--- config.mk ---
export PLATFORM = sky130hd
export DESIGN_NAME = uart_rx_ctrl
export DESIGN_NICKNAME = d
export VERILOG_FILES = /design/src/rtl/uart_rx_ctrl_pkg.sv /design/src/rtl/uart_rx_ctrl_fifo.sv /design/src/rtl/uart_rx_ctrl.sv
export SDC_FILE = /design/constraint.sdc
export NUM_CORES = 1
export LEC_CHECK = 0
export BUFFER_PORTS_ARGS = -buffer_cell sky130_fd_sc_hd__buf_2
export CORE_ASPECT_RATIO = 1.25
export CORE_UTILIZATION = 58
export DETAILED_ROUTE_END_ITERATION = 10
export PLACE_DENSITY = 0.76
export RECOVER_POWER = 100
export SLEW_MARGIN = 15
export SYNTH_ARGS = -nofsm -noshare
export SYNTH_HDL_FRONTEND = slang
export SYNTH_SLANG_ARGS = --single-unit
--- constraint.sdc ---
create_clock -name clk -period 2.5 [get_ports clk]
set_input_delay 0.5 -clock clk [delete_from_list [all_inputs] [get_ports clk]]
set_output_delay 0.5 -clock clk [all_outputs]
set_load 0.005 [all_outputs]
--- src/rtl/uart_rx_ctrl_pkg.sv ---
// Shared UART constants and receive-capture FSM encodings.
package uart_rx_ctrl_pkg;

  localparam int          UART_DATA_BITS  = 8;
  localparam int          UART_OVERSAMPLE = 8;
  localparam int          UART_LEVEL_W    = 5;
  localparam logic [15:0] DIV_RST_DEF     = 16'd53;

  typedef enum logic [1:0] {
    IDLE     = 2'd0,
    CAPTURE  = 2'd1,
    CLEAR    = 2'd2,
    WAIT_LOW = 2'd3
  } cap_state_t;

endpackage

--- src/rtl/uart_rx_ctrl_fifo.sv ---
// Show-ahead receive byte FIFO with occupancy count.
module rx_fifo
  import uart_rx_ctrl_pkg::*;
#(
  parameter int DEPTH = 8
) (
  input  logic                      clk,
  input  logic                      rst,
  input  logic                      push,
  input  logic                      pop,
  input  logic [UART_DATA_BITS-1:0] wdata,
  output logic [UART_DATA_BITS-1:0] rdata,
  output logic [UART_LEVEL_W-1:0]   level,
  output logic                      full,
  output logic                      empty
);

  localparam int AW = $clog2(DEPTH);

  logic [UART_DATA_BITS-1:0] mem [DEPTH];
  logic [AW-1:0]             wp;
  logic [AW-1:0]             rp;
  logic [UART_LEVEL_W-1:0]   cnt;
  logic                      do_push;
  logic                      do_pop;

  assign full  = (cnt == UART_LEVEL_W'(DEPTH));
  assign empty = (cnt == '0);
  assign level = cnt;

  // A pop in the same cycle frees the slot, so a full FIFO still accepts.
  assign do_pop  = pop && !empty;
  assign do_push = push && (!full || do_pop);

  assign rdata = empty ? '0 : mem[rp];

  always_ff @(posedge clk) begin
    if (rst) begin
      wp  <= '0;
      rp  <= '0;
      cnt <= '0;
    end else begin
      if (do_push) wp <= wp + 1'b1;
      if (do_pop)  rp <= rp + 1'b1;
      cnt <= cnt + UART_LEVEL_W'(do_push)
                 - UART_LEVEL_W'(do_pop);
    end
  end

  always_ff @(posedge clk) begin
    if (do_push) mem[wp] <= wdata;
  end

endmodule

--- src/rtl/uart_rx_ctrl.sv ---
// Glue between UART receive unit and CPU: sample tick,
// byte capture handshake, receive FIFO and interrupt.
module uart_rx_ctrl
  import uart_rx_ctrl_pkg::*;
#(
  parameter int          DEPTH   = 8,
  parameter logic [15:0] DIV_RST = DIV_RST_DEF
) (
  input  logic        clk,
  input  logic        rst,
  input  logic        div_we,
  input  logic [15:0] div_wdata,
  input  logic [3:0]  thresh,
  input  logic        rx_rs,
  input  logic [7:0]  rx_data,
  output logic        en_rx,
  output logic        over_read,
  input  logic        rd_en,
  output logic [7:0]  rd_data,
  output logic [4:0]  level,
  output logic        empty,
  output logic        full,
  output logic        overrun,
  input  logic        ovr_clr,
  output logic        irq
);

  logic [15:0] div_q;
  logic [15:0] cnt_q;
  logic        en_q;
  cap_state_t  state_q;
  cap_state_t  state_d;
  logic        cap;
  logic        drop;
  logic [4:0]  thr;

  always_ff @(posedge clk) begin
    if (rst) begin
      div_q <= DIV_RST;
      cnt_q <= '0;
      en_q  <= 1'b0;
    end else if (div_we) begin
      div_q <= div_wdata;
      cnt_q <= '0;
      en_q  <= 1'b0;
    end else if (cnt_q == div_q) begin
      cnt_q <= '0;
      en_q  <= 1'b1;
    end else begin
      cnt_q <= cnt_q + 16'd1;
      en_q  <= 1'b0;
    end
  end

  assign en_rx = en_q;

  always_ff @(posedge clk) begin
    if (rst) state_q <= IDLE;
    else     state_q <= state_d;
  end

  always_comb begin
    state_d   = state_q;
    over_read = 1'b0;
    cap       = 1'b0;
    unique case (state_q)
      IDLE:     if (rx_rs) state_d = CAPTURE;
      CAPTURE: begin
        cap     = 1'b1;
        state_d = CLEAR;
      end
      CLEAR: begin
        over_read = 1'b1;
        state_d   = WAIT_LOW;
      end
      WAIT_LOW: if (!rx_rs) state_d = IDLE;
      default:  state_d = IDLE;
    endcase
  end

  rx_fifo #(.DEPTH(DEPTH)) u_fifo (
    .clk   (clk),
    .rst   (rst),
    .push  (cap),
    .pop   (rd_en),
    .wdata (rx_data),
    .rdata (rd_data),
    .level (level),
    .full  (full),
    .empty (empty)
  );

  assign drop = cap && full && !rd_en;

  always_ff @(posedge clk) begin
    if (rst)          overrun <= 1'b0;
    else if (drop)    overrun <= 1'b1;
    else if (ovr_clr) overrun <= 1'b0;
  end

  assign thr = (thresh == 4'd0) ? 5'd1 : {1'b0, thresh};

  always_ff @(posedge clk) begin
    if (rst) irq <= 1'b0;
    else     irq <= (level >= thr) || overrun;
  end

endmodule

==> out/qor.txt <==
Crit path kind: register to output port
Final setup viols: 0
Die W: 84.45 um
Share of layout cells above drive strength 1: 0.2539
Clk sinks: 115
Flop-to-flop setup slack: 140 ps
Core outline area: 8240 sq um
Hold slack: 194.9 ps
Main synth FF type: edfxtp_1
Cell Chain, Critical Path: buf_12 > mux4_2 > mux2i_1 > nor2_1 > buf_2
Routed wire length: 9325 um
Comb power frac: 0.247
Via count: 3040
RSZ-0062 raised after global routing: yes
Synthesis-stage register bit count: 115
Fill count: 583
Row count: 37
HPWL Detailed: 5987 um
Worst Path Max Fanout: 8
Total GRT Usage: 0.2335
Die height: 105.1 um
CTS Hold Bufs: 0
Final Power: 6.138 mW
Clock root buffer: clkbuf_8
Hold Path Sink: div_q[5]$_SDFFE_PP1P_
Max IR drop VDD: 0.0006987 V
Vias in the first global route: 3085
Total gr overflow: 0
Area added between synthesis and finish: 19.93%
Number of flops mapped to enable cells by yosys: 64
Wire per inst: 16.95 um
Syn Std Cell Area: 4928 sq um
Maxcap violations: 0
Clk_lat worst skew: 510 ps
Detailed-route vias per instance: 5.527
Status: finished with violations
Minimum clock period: 2405 ps
Library cells used by synthesis: 38
Least-Margin Pin Slew: 1244 ps
First-pass GRT wire length: 15020 um
Mapped Cells: 374
P_leak: 2.315 nW
Top Ports: 53
Largest net degree at the start of global routing: 37
Fraction of registers with async set/reset: 0
Clock power frac: 0.370
Area leader, netlist: edfxtp_1
Antenna violations before repair: 0
Sequential-to-total area share from yosys stat: 0.5971
Slew Viols, Final: 0
Slew headroom: 0.1709
Pwr/cell area: 1038 nW/um^2
Worst R2R Start: u_fifo.level[2]$_SDFF_PP0_
Seq pwr share: 0.383
Dpl cells: 518
Maximum achievable frequency: 415.7 MHz
Port bufs: 52
Hold crit path type: input pin to register
DR pass1 iterations: 7
Worst Min Path Start: div_wdata[5]
Hold Fails Final Rpt: 0
ANT nets after route: 0
Syn_nets: 427
Post-CTS setup buffer count: 0
Crit-path slowest cell: mux4_2
Ranking of synthesized cells by area: edfxtp_1 (39%), dfxtp_1 (21%), mux4_2 (7.3%), xor2_1 (4.8%), ha_1 (4.6%)
Internal: 4.448 mW
Die ar.: 8872 sq um
CP peak stage delay: 500 ps
Arr. time, crit path: 1910 ps
Top-count cell post-synth: edfxtp_1
H-tree levels: 4
R2r endpoint: u_fifo.level[4]$_SDFF_PP0_
Switch Pwr: 1.690 mW
CTS Buf Count: 17
Starting Density: 0.5981
DR DRC count: 1
Hold path cells: 2
Drt initial violations: 146
Avg Cell Area, Syn: 13.18 sq um
CP Capture Type: output port
Post-synth top area share: 0.3899
Sw frac: 0.2754
Cell family with most CP delay: multiplexers
CTS max path bufs: 2
Ys Warns: 0
Ant. Diodes: 0
Post-route insts no fill: 550
Final net count: 494
WP buf/inv: 2
Worst reg2reg path depth: 13
Failing checks: DRC
Most instantiated cells after synthesis: edfxtp_1 (64), nor2_1 (57), dfxtp_1 (51)
Crit path launch type: register
Period utilisation layout: 0.9621
CTS tree: built
Critical path required time: 2000 ps
RePlAce Congestion: 0.7963
Skew final: 6.499 ps
Reg clk slew, reported paths: 50 ps
what timing repair did:
item	4_1_cts	5_1_grt
pin swaps	0	2
gates resized for setup	3	8
setup endpoints to repair	9	5
gates cloned	0	1
placed cells by master (no fill, tap or decap), types with 7 or more instances in the layout:
cell type / n
ha_1: 17
edfxtp_1: 64
mux2i_1: 21
inv_1: 11
buf_4: 9
nand3_1: 7
clkbuf_1: 11
xnor2_1: 10
a21oi_1: 8
nor2b_1: 7
clkbuf_16: 17
dfxtp_1: 49
mux4_2: 16
nor3_1: 7
buf_2: 43
nor2_1: 57
clkinv_2: 7
nand2_1: 16
xor2_1: 27
logic make-up after synthesis:
| family | after synthesis | synth area share |
|---|---|---|
| AOI/OAI and AO/OA | 19 | 0.02488 |
| xor gates and xnor gates | 37 | 0.06575 |
| adders and majority gates | 19 | 0.04976 |
| buffers and inverters | 29 | 0.02843 |
| DFF | 115 | 0.5971 |
| muxes | 37 | 0.1158 |
| and+or+nand+nor | 118 | 0.1183 |
worst max path at each step:
stage	to	from	cells past startpoint	slack (ps)
floorplan	u_fifo.level[4]$_SDFF_PP0_	u_fifo.level[2]$_SDFF_PP0_	13	270
global placement	u_fifo.level[4]$_SDFF_PP0_	u_fifo.level[2]$_SDFF_PP0_	13	180
detailed placement	u_fifo.level[4]$_SDFF_PP0_	u_fifo.level[2]$_SDFF_PP0_	13	30
CTS	u_fifo.level[4]$_SDFF_PP0_	u_fifo.level[2]$_SDFF_PP0_	13	20
global route	u_fifo.level[4]$_SDFF_PP0_	u_fifo.level[2]$_SDFF_PP0_	13	-2
finish	rd_data[5]	register	5	90
final cells by class:
cell class / instances / area [sq um] / share of cell area
Sequential cell: 115 / 2948 / 0.4987
Multi-Input combinational cell: 230 / 1864 / 0.3154
Clock buffer: 19 / 421.7 / 0.07134
Timing Repair Buffer: 63 / 361.6 / 0.06118
Clock inverter: 12 / 140.1 / 0.02371
Tap cell: 97 / 121.4 / 0.02053
Inverter: 14 / 53.80 / 0.009102
sequential cells by signal, indices dropped and copies added, names as in the netlist, named ones only:
register / count
cnt_q: 16
div_q: 16
en_rx: 1
irq: 1
overrun: 1
state_q: 2
u_fifo.level: 5
u_fifo.mem: 64
u_fifo.rp: 3
u_fifo.wp: 3
stage by stage:
step / instance area (sq um) / worst slack [ps] / setup TNS (ps) / utilization
floorplan: 4928 / 269.8 / 0 / -
global placement: 5310 / 176.0 / 0 / 0.6444
detailed placement: 5310 / 32.43 / 0 / 0.6444
CTS: 5877 / 22.25 / 0 / 0.7132
global route: 5911 / -2.260 / -2.260 / 0.7173
finish: 5911 / 94.69 / 0 / 0.7173
layer usage:
metal  vias up  track usage  routed length, um
li1       1473            -                  -
met1      1493       0.2528               3719
met2        58       0.4186               5139
met3        16      0.05608                260
met4         0       0.1259                206
met5         -            0                  0
power groups by stage:
stage	combinational [mW]	sequential, mW	clock [mW]
2_1_floorplan	1.00	2.33	0
3_3_place_gp	1.37	2.35	0
3_5_place_dp	1.41	2.37	0
4_1_cts	1.47	2.33	2.31
5_1_grt	1.67	2.38	2.40
6_report	1.51	2.35	2.27
Power figures use the tool's default switching activity.
